[config.mk]
export PLATFORM = sky130hd
export DESIGN_NAME = mux_n_scan
export DESIGN_NICKNAME = d
export VERILOG_FILES = /design/src/rtl/mux_n_scan.sv
export SDC_FILE = /design/constraint.sdc
export NUM_CORES = 1
export LEC_CHECK = 0
export BUFFER_PORTS_ARGS = -buffer_cell sky130_fd_sc_hd__buf_2
export CORE_MARGIN = 2
export CORE_UTILIZATION = 50
export DETAILED_ROUTE_END_ITERATION = 8
export PLACE_DENSITY = 0.77
export SLEW_MARGIN = 0
export SYNTH_ARGS = -nofsm -noshare
export SYNTH_HDL_FRONTEND = slang
export SYNTH_SLANG_ARGS = --single-unit
[constraint.sdc]
create_clock -name clk -period 1.9 [get_ports clk]
set_input_delay 0.57 -clock clk [delete_from_list [all_inputs] [get_ports clk]]
set_output_delay 0.57 -clock clk [all_outputs]
set_load 0.02 [all_outputs]
[src/rtl/mux_n_scan.sv]
// mux_n_scan: N-channel registered multiplexer with a one-shot scan sequencer.
// Output beats use a valid/ready handshake, and a beat that has not been accepted is held.
`default_nettype none

module mux_n_scan #(
  parameter int N  = 8,
  parameter int W  = 1,
  parameter int SW = (N > 1) ? $clog2(N) : 1
) (
  input  logic              clk,
  input  logic              rst,
  input  logic [N*W-1:0]    d,
  input  logic [SW-1:0]     sel,
  input  logic              mode,
  input  logic              start,
  input  logic              out_ready,
  output logic [W-1:0]      y,
  output logic              y_valid,
  output logic [SW-1:0]     y_ch,
  output logic              busy,
  output logic              done
);

  typedef enum logic [1:0] {
    IDLE = 2'd0,
    SCAN = 2'd1,
    DONE = 2'd2
  } state_t;

  localparam logic [SW-1:0] LAST = SW'(N - 1);

  state_t          state, state_n;
  logic [SW-1:0]   idx, idx_n;
  logic [W-1:0]    y_n;
  logic [SW-1:0]   y_ch_n;
  logic            y_valid_n;
  logic [W-1:0]    sel_data;
  logic [W-1:0]    idx_data;
  logic            take;

  // Both lookups fall through to zero when the index matches no channel.
  always_comb begin
    sel_data = '0;
    idx_data = '0;
    for (int k = 0; k < N; k++) begin
      if (sel == SW'(k)) sel_data = d[k*W +: W];
      if (idx == SW'(k)) idx_data = d[k*W +: W];
    end
  end

  // The output register may be (re)loaded when empty or when its beat leaves this edge.
  assign take = !y_valid || out_ready;

  always_comb begin
    state_n   = state;
    idx_n     = idx;
    y_n       = y;
    y_ch_n    = y_ch;
    y_valid_n = y_valid;
    case (state)
      IDLE: begin
        if (!mode) begin
          if (take) begin
            y_n       = sel_data;
            y_ch_n    = sel;
            y_valid_n = 1'b1;
          end
        end else begin
          if (y_valid && out_ready) y_valid_n = 1'b0;
          if (start) begin
            state_n = SCAN;
            idx_n   = '0;
          end
        end
      end
      SCAN: begin
        if (!mode) begin
          // Abort: the pending beat still leaves if accepted, but no new one loads.
          state_n = IDLE;
          if (y_valid && out_ready) y_valid_n = 1'b0;
        end else if (take) begin
          y_n       = idx_data;
          y_ch_n    = idx;
          y_valid_n = 1'b1;
          if (idx == LAST) state_n = DONE;
          else             idx_n   = idx + SW'(1);
        end
      end
      DONE: begin
        state_n = IDLE;
        if (y_valid && out_ready) y_valid_n = 1'b0;
      end
      default: state_n = IDLE;
    endcase
  end

  always_ff @(posedge clk) begin
    if (rst) begin
      state   <= IDLE;
      idx     <= '0;
      y       <= '0;
      y_ch    <= '0;
      y_valid <= 1'b0;
    end else begin
      state   <= state_n;
      idx     <= idx_n;
      y       <= y_n;
      y_ch    <= y_ch_n;
      y_valid <= y_valid_n;
    end
  end

  assign busy = (state != IDLE);
  assign done = (state == DONE);

endmodule

`default_nettype wire

* Word level (Yosys, flattened, before mapping)
Cells that the tools add are included.
** Word-level totals
- Register bits after elaboration :: 10
- Input port bits :: 16
- Output and inout bits :: 7
** Operators by class
- Add/sub/neg operators :: 1
- Eq/ne operators :: 25
- Multiplexer cells :: 43
- Reduce and logical (&&, ||, !) cells :: 12
** Operator list (count)
- 2-to-1 mux 3 bit :: 9
- == test 3 bit, second input constant :: 8
- 2-to-1 mux 1 bit :: 24
- inequality test 2 bit, second input constant :: 7
- == test 3 x 2 -> 1 bit, second input constant :: 4
- one-hot mux 3 bit (2 select lines) :: 2
- 2-to-1 mux 2 bit :: 5
- == test 3 x 1 -> 1 bit, second input constant :: 2
- logical NOT 3 bit :: 2
- inequality test 3 bit, second input constant :: 2
- AND reduction 6 bit :: 1
- AND reduction 5 bit :: 1
- one-hot mux 2 bit (2 select lines) :: 1
- AND reduction 4 bit :: 1
- nonzero test 2 bit :: 2
- adder 3 x 1 -> 3 bit, second input constant :: 1
- one-hot mux 1 bit (3 select lines) :: 1
- nonzero test 3 bit :: 1
- == test 2 x 1 -> 1 bit, second input constant :: 1
- == test 2 bit, second input constant :: 1
- logical NOT 2 bit :: 1
- one-hot mux 1 bit (2 select lines) :: 1
- logical AND 1 bit :: 1
- logical NOT 1 bit :: 1
- logical OR 1 bit :: 1

* Logic depth before layout (Yosys ltp)
Gate-level depths: netlist of the first run.
- Word-level depth :: 12
- Gate-level depth with buffers :: 8
- Depth with buffers taken out :: 7

* Least setup slack after synthesis of the first run
Ideal clock, no wire load.
- Path type :: reg2reg
- Start point :: reg state[0]
- End point :: reg idx[1]
- Library setup time :: 0.065 ns
- Arrival time :: 1.616 ns
- Data required time :: 1.835 ns
- Path slack :: 0.219 ns
- Stages on the path, launching flop included :: 8
- Cells stage by stage :: dfxtp_1 -> inv_1 -> ha_1 -> inv_1 -> o21ai_0 -> a21oi_1 -> mux2_2 -> nor2_1
** On the way
- Word-level cells in the longest chain between the ends :: 3
** RTL lines
- start, declared :: RTL line 32 : state_t state, state_n;
- start signal, assigned :: RTL line 105 : state <= state_n;
- == test 2 x 1 -> 1 bit or logical NOT 2 bit (tied branches) :: RTL line 60 : case (state)
- inequality test 2 bit (no source line) or nonzero test 2 bit (tied branches)
- AND reduction 6 bit (no source line)
- end signal, assigned :: RTL line 106 : idx <= idx_n;
- end, declared :: RTL line 33 : logic [SW-1:0] idx, idx_n;
Parallel ways exist; a longest one is shown, timed or not.
A chain may end at the register's enable or synchronous reset.

* Final worst setup path of the first run
- Start point :: reg state[1]
- End point :: out busy
** On the way
- Word-level cells in the longest chain between the ends :: 1
** RTL lines
- nonzero test 2 bit :: RTL line 113 : assign busy = (state != IDLE);
- end, declared :: RTL line 20 : output logic busy,
No other way between the ends.

==> impl_metrics.json, run 1 <==
{
  "avgSynthCellArea_um2": 9.078,
  "cts_resized": 0,
  "drcViolationCount": 0,
  "antenna_found_initial": 0,
  "max_slew_margin": 0.7356,
  "maxCapViolCount": 0,
  "yosysTopAreaCell": "dfxtp_1",
  "synth_seq_cells": 10,
  "gp_congestion": 0.8350,
  "postCtsHoldBufs": 0,
  "period_share": 0.9542,
  "grt_overflow_total": 0,
  "hold_depth": 2,
  "cp.arrival_ns": 1.24,
  "end_kind": "output port",
  "antenna_cells": 0,
  "tightest_slew_ns": 0.3917,
  "yosysWarnings": 0,
  "hold_violations": 0,
  "post_cts_buffers": 0,
  "dp_hpwl_um": 1307,
  "setup_ws_ns": 0.08710,
  "path_clk_slew_ns": 0.07,
  "total_power_w": 0.0006773,
  "die_area_um2": 1974,
  "ys.flop_type": "dfxtp_1",
  "synth_edf_count": 0,
  "slew_violations": 0,
  "synth_commonest_cells": "dfxtp_1, ha_1, a21oi_1, nand2_1, nor2_1",
  "clock_latency_ns": 0.27,
  "start_util": 0.5361,
  "core-area_um2": 1524,
  "grt_max_degree": 12,
  "grt_pass1_wl_um": 2649,
  "power_leakage_nw": 0.4374,
  "via_count": 731,
  "ys_seq_area_frac": 0.2450,
  "via_per_inst": 5.580,
  "cts_tree": "yes",
  "synth_area_leaders": "dfxtp_1, ha_1, mux2i_1, a21oi_1, nand2_1",
  "ant_nets": 0,
  "syn_area_um2": 817.0,
  "hp-class": "reg2reg",
  "finalCriticalPeriod_ns": 1.813,
  "drt_wl_total_um": 1611,
  "status": "finished, final reports clean",
  "p_per_area_nw_per_um2": 702.1,
  "cp_data_required_time_ns": 1.33,
  "fin_setup_tns_ns": 0,
  "port_buffers": 22,
  "layout-drive-gt1-share": 0.2957,
  "die_x_um": 44.43,
  "rsz0062_at_grt": "no",
  "areaGrowthSynthToFinish_pct": 18.07,
  "critPathKind": "reg2out",
  "io_pins": 23,
  "finalNetCount": 142,
  "synth_cell_types": 30,
  "synthArstFlopShare": 0,
  "worst-path-max-fanout": 6,
  "die_h_um": 44.43,
  "drt_iter0_markers": 20,
  "nFillCells": 136,
  "cts-root-buf": "clkbuf_4",
  "first_pass_iters": 4,
  "fmax_mhz": 551.6,
  "cts_sinks": 10,
  "start_kind": "flop",
  "row_count": 14,
  "finClkSkew_ns": 0.003516,
  "syn_nets": 116,
  "cts_inserted_buffers": 3,
  "synthCells": 90,
  "irDropWorstVdd_mv": 0.4241,
  "cts_max_path_buffers": 2,
  "finalSetupViolCount": 0,
  "track_usage": 0.1836,
  "wl_per_cell_um": 12.30,
  "synth_top_area_share": 0.2450,
  "pre_cts_slack_ns": 0.1099,
  "grt_pass1_vias": 651,
  "reg2reg_depth": 6,
  "htree_levels": 1
}
-- layout make-up --
class / count / area [µm²] / area share
Clock buffer: 4 / 36.28 / 0.03761
Inverter: 7 / 26.28 / 0.02724
Tap cell: 16 / 20.02 / 0.02075
Timing Repair Buffer: 24 / 125.1 / 0.1297
Sequential cell: 10 / 201.4 / 0.2088
Multi-Input combinational cell: 70 / 555.5 / 0.5759
-- kinds of logic (layout without fill, tap and decap cells) --
logic type               count (synthesis)  after routing  share of synthesized area
multiplexers                            10             10                     0.1608
flip-flops                              10             10                     0.2450
AO/OA/AOI/OAI                           20             20                     0.1761
XOR/XNOR                                 1              1                    0.01072
AND/OR/NAND/NOR                         29             29                     0.1792
buffers and inverters                   10             35                    0.07503
adder cells (fa/ha/maj)                 10             10                     0.1531
-- cells in the final DEF, fill, tap and decap left out, types with 2 or more instances in the layout --
cell / count
a211oi_1: 3
a21oi_1: 8
a221oi_1: 2
buf_2: 22
buf_4: 2
clkbuf_4: 3
dfxtp_1: 9
ha_1: 10
inv_1: 6
mux2i_1: 6
nand2_1: 8
nand2b_1: 4
nand3_1: 2
nor2_1: 7
nor2b_1: 4
o22ai_1: 2
-- report_power, final --
group	internal, W	switching [W]
Combinational	0.000103	0.000129
Clock	0.000116	0.0000826
Sequential	0.000232	0.0000138
Total	0.000452	0.000226
-- registers in the layout, indices dropped and copies added (netlist names) --
name,flops
idx,3
y_ch,3
y,1
state,2
y_valid,1
-- layer usage --
metal | up-vias | wire [µm] | GRT usage | part of all wire
met5 | - | 0 | 0 | 0
met4 | 0 | 8 | 0.07273 | 0.0050
met3 | 2 | 65 | 0.04898 | 0.040
met2 | 23 | 773 | 0.3088 | 0.48
met1 | 332 | 764 | 0.2217 | 0.47
li1 | 374 | - | - | -
-- worst paths after layout --
| check | start | end | slack [ns] |
|---|---|---|---|
| max | state[1]$_SDFFE_PP0P_ | busy | 0.09 |
| min | y_valid$_SDFFE_PP0P_ | y_valid$_SDFFE_PP0P_ | 0.48 |
| max reg2reg | idx[0]$_SDFFE_PP0P_ | idx[1]$_SDFFE_PP0P_ | 0.12 |
| min reg2reg | y_valid$_SDFFE_PP0P_ | y_valid$_SDFFE_PP0P_ | 0.48 |
-- worst max-delay path, cell delays in order, from the launching register on --
cell and delay, ns:
dfxtp_1 0.38, inv_1 0.09, ha_1 0.25, inv_1 0.09, buf_2 0.16
-- metrics by stage --
step           cell area [µm²]    util  hold WS, ns  std cells
6_report                 964.7  0.6330       0.4772        131
5_1_grt                  964.7  0.6330       0.5037        131
4_1_cts                  963.4  0.6322       0.4745        131
3_5_place_dp             927.1  0.6084       0.4646        127
3_3_place_gp             927.1  0.6084       0.4587        127
2_1_floorplan            817.0       -       0.4958         90
No activity file was read; power rests on OpenSTA's default activity.
==> inputs of run 2 (changes only) <==
--- a/config.mk
+++ b/config.mk
@@ -5,11 +5,13 @@
 export SDC_FILE = /design/constraint.sdc
 export NUM_CORES = 1
 export LEC_CHECK = 0
+export ABC_AREA = 1
 export BUFFER_PORTS_ARGS = -buffer_cell sky130_fd_sc_hd__buf_2
 export CORE_MARGIN = 2
-export CORE_UTILIZATION = 50
+export CORE_UTILIZATION = 51
 export DETAILED_ROUTE_END_ITERATION = 8
-export PLACE_DENSITY = 0.77
+export GPL_TIMING_DRIVEN = 0
+export PLACE_DENSITY = 0.78
 export SLEW_MARGIN = 0
 export SYNTH_ARGS = -nofsm -noshare
 export SYNTH_HDL_FRONTEND = slang
==> run 2 against run 1 <==
Compared with the run above:
- worst setup slack better by 0.034 ns
- largest cell class unchanged
- via count increased by 14%
- final area rose by 5.1%
- non-clock buffer count is 1 lower
- die area rose by 3.4%
- synthesized cell count increased by 31%
- first-iteration DRC count decreased by 65%
- global-route usage grew 1.9 points
- sequential share of layout area decreased by 1.0 points
- critical path depth did not move
==> impl_metrics.json, run 2 <==
{
  "avgSynthCellArea_um2": 7.327,
  "multiInputGateArea_um2": 558.0,
  "grt_max_degree": 10,
  "track_usage": 0.2025,
  "htree_levels": 1,
  "worst-path-max-fanout": 4,
  "die_x_um": 45.18,
  "via_count": 836,
  "finClkSkew_ns": 0.004283,
  "drcViolationCount": 0,
  "regArea_um2": 201.4,
  "cp.arrival_ns": 1.21,
  "via_per_inst": 5.291,
  "cts_tree": "yes",
  "power_leakage_nw": 0.5067,
  "io_pins": 23,
  "tightest_slew_ns": 0.3027,
  "layout_commonest_cell": "buf_2",
  "syn_nets": 144,
  "status": "finished, final reports clean",
  "fmax_mhz": 562.1,
  "core-area_um2": 1541,
  "combPwrFrac": 0.663,
  "syn_area_um2": 864.6,
  "drt_wl_total_um": 1761,
  "reg2reg_depth": 9,
  "synth_area_leaders": "dfxtp_1, ha_1, nand2_1, inv_1, a21oi_1",
  "ys.flop_type": "dfxtp_1",
  "placedCellCount": 155,
  "cts_max_path_buffers": 2,
  "synthCells": 118,
  "grt_pass1_vias": 767,
  "path_clk_slew_ns": 0.06,
  "grt_pass1_wl_um": 3084,
  "wl_per_cell_um": 11.15,
  "period_share": 0.9364,
  "critPathKind": "reg2out",
  "nFillCells": 130,
  "start_util": 0.5609,
  "switching_share": 0.5074,
  "slowest_stage": "dfxtp_1",
  "maxCapViolCount": 0,
  "synth_edf_count": 0,
  "drt_iter0_markers": 7,
  "pwr-share-seq": 0.245,
  "yosysWarnings": 0,
  "slew_violations": 0,
  "clock_latency_ns": 0.26,
  "endpoint": "busy",
  "regToRegStartpoint": "state[1]$_SDFFE_PP0P_",
  "synth_top_area_share": 0.2315,
  "first_pass_iters": 4,
  "slowest_delay_ns": 0.38,
  "finalSetupViolCount": 0,
  "synth_cell_types": 28,
  "ys_seq_area_frac": 0.2315,
  "antenna_found_initial": 0,
  "mostFrequentLayoutCells": "buf_2, nand2_1, inv_1",
  "post_cts_buffers": 0,
  "p_per_area_nw_per_um2": 1542,
  "areaGrowthSynthToFinish_pct": 17.22,
  "irDropWorstVdd_mv": 0.9436,
  "synthArstFlopShare": 0,
  "layoutNonFillerInstCount": 158,
  "cp_cell_sequence": "inv_1, ha_1, inv_2, buf_2",
  "row_count": 14,
  "p_int_w": 0.0007698,
  "synth_seq_cells": 10,
  "finalNetCount": 170,
  "fin_setup_tns_ns": 0,
  "layout-drive-gt1-share": 0.3310,
  "p_clk_frac": 0.092,
  "synth_commonest_cells": "nand2_1, inv_1, dfxtp_1, ha_1",
  "antenna_cells": 0,
  "max_slew_margin": 0.7972,
  "worstSetupStartpoint": "state[1]$_SDFFE_PP0P_",
  "hp-class": "reg2reg",
  "yosysTopAreaCell": "dfxtp_1",
  "postCtsHoldBufs": 0,
  "die_h_um": 45.18,
  "gp_congestion": 0.8141,
  "grt_overflow_total": 0,
  "top_regs": "idx: 3 flops, y_ch: 3 flops, state: 2 flops",
  "dp_hpwl_um": 1422,
  "ff2ff_setup_slack_ns": 0.36,
  "finalCriticalPeriod_ns": 1.779,
  "cp_data_required_time_ns": 1.33,
  "end_kind": "output port",
  "cts_sinks": 10,
  "reg2reg_to": "idx[2]$_SDFFE_PP0P_",
  "die_area_um2": 2041,
  "ant_nets": 0,
  "synth.most_common_cell": "nand2_1",
  "cts-root-buf": "clkbuf_4",
  "power.switching_w": 0.0007929,
  "rsz0062_at_grt": "no",
  "start_kind": "flop",
  "hold_violations": 0,
  "cts_inserted_buffers": 3,
  "port_buffers": 21
}
## run 2: changes by cell type after synthesis, sizes merged, moves of 3 or more
cell	before	now
a21oi	8	11
a31oi	0	3
inv	7	21
mux2i	6	0
nand2	8	22
nand2b	4	0
nor2b	4	0
o211ai	0	3
o21ai	1	15
## run 2: kinds of logic (layout without fill, tap and decap cells)
| logic type | count (synthesis) | after routing | synth area share |
|---|---|---|---|
| buffers and inverters | 24 | 48 | 0.1230 |
| and+or+nand+nor | 35 | 35 | 0.1838 |
| AOI/OAI and AO/OA | 39 | 39 | 0.3169 |
| adders and majority gates | 10 | 10 | 0.1447 |
| DFF | 10 | 10 | 0.2315 |
## run 2: critical path: cells and delay by family (launching register included)
kind	cells	cell delay, ns
flip-flops	1	0.38
adder cells (fa/ha/maj)	1	0.25
buffers and inverters	3	0.33
## run 2: per-layer routing
metal,share of wire,up-vias,GRT usage,wire (µm)
li1,-,440,-,-
met1,0.47,380,0.2439,829
met2,0.48,14,0.3571,853
met3,0.041,2,0.07200,72
met4,0.0034,0,0.01765,6
met5,0,-,0,0
## run 2: power by group through the flow
stage	clock network, W	registers, W	logic, W
2_1_floorplan	0	0.000431	0.000769
3_3_place_gp	0	0.000382	0.00101
3_5_place_dp	0	0.000385	0.00103
4_1_cts	0.000149	0.000381	0.00104
5_1_grt	0.000157	0.000397	0.00118
6_report	0.000143	0.000383	0.00104
## run 2: layout make-up
class | count | share of cell area
multi-input cells | 84 | 0.5506
flip-flops and latches | 10 | 0.1988
repair buffers | 21 | 0.1037
well taps | 16 | 0.01975
inverters | 22 | 0.08889
plain buffers | 2 | 0.01605
clock buffers | 3 | 0.02222
## run 2: per-stage QoR
stage                     setup slack, ns  total power (W)  area, µm²    util  hold slack, ns
after floorplan                    0.4965         0.001201      864.6       -          0.4683
after global placement             0.3853         0.001395      989.7  0.6420          0.4872
after detailed placement           0.3642         0.001418      989.7  0.6420          0.4912
after CTS                         0.06996         0.001569       1012  0.6567          0.5008
after global routing              0.05753         0.001730       1013  0.6575          0.5345
final                              0.1208         0.001563       1013  0.6575          0.4975
## run 2: worst min path at each step
| stage | start | end | slack [ns] | cells past startpoint |
|---|---|---|---|---|
| after detailed placement | idx[2]$_SDFFE_PP0P_ | y_ch[2]$_SDFFE_PP0P_ | 0.49 | 2 |
| after global placement | idx[2]$_SDFFE_PP0P_ | y_ch[2]$_SDFFE_PP0P_ | 0.49 | 2 |
| after floorplan | idx[2]$_SDFFE_PP0P_ | y_ch[2]$_SDFFE_PP0P_ | 0.47 | 2 |
| final | idx[2]$_SDFFE_PP0P_ | y_ch[2]$_SDFFE_PP0P_ | 0.50 | 2 |
| after global routing | idx[2]$_SDFFE_PP0P_ | y_ch[2]$_SDFFE_PP0P_ | 0.53 | 2 |
| after CTS | idx[2]$_SDFFE_PP0P_ | y_ch[2]$_SDFFE_PP0P_ | 0.50 | 2 |
## run 2: what timing repair did
action | CTS | global route
endpoints found under the setup margin | 0 | 1
endpoints found under the hold margin | 0 | 0
resized for setup | 0 | 1
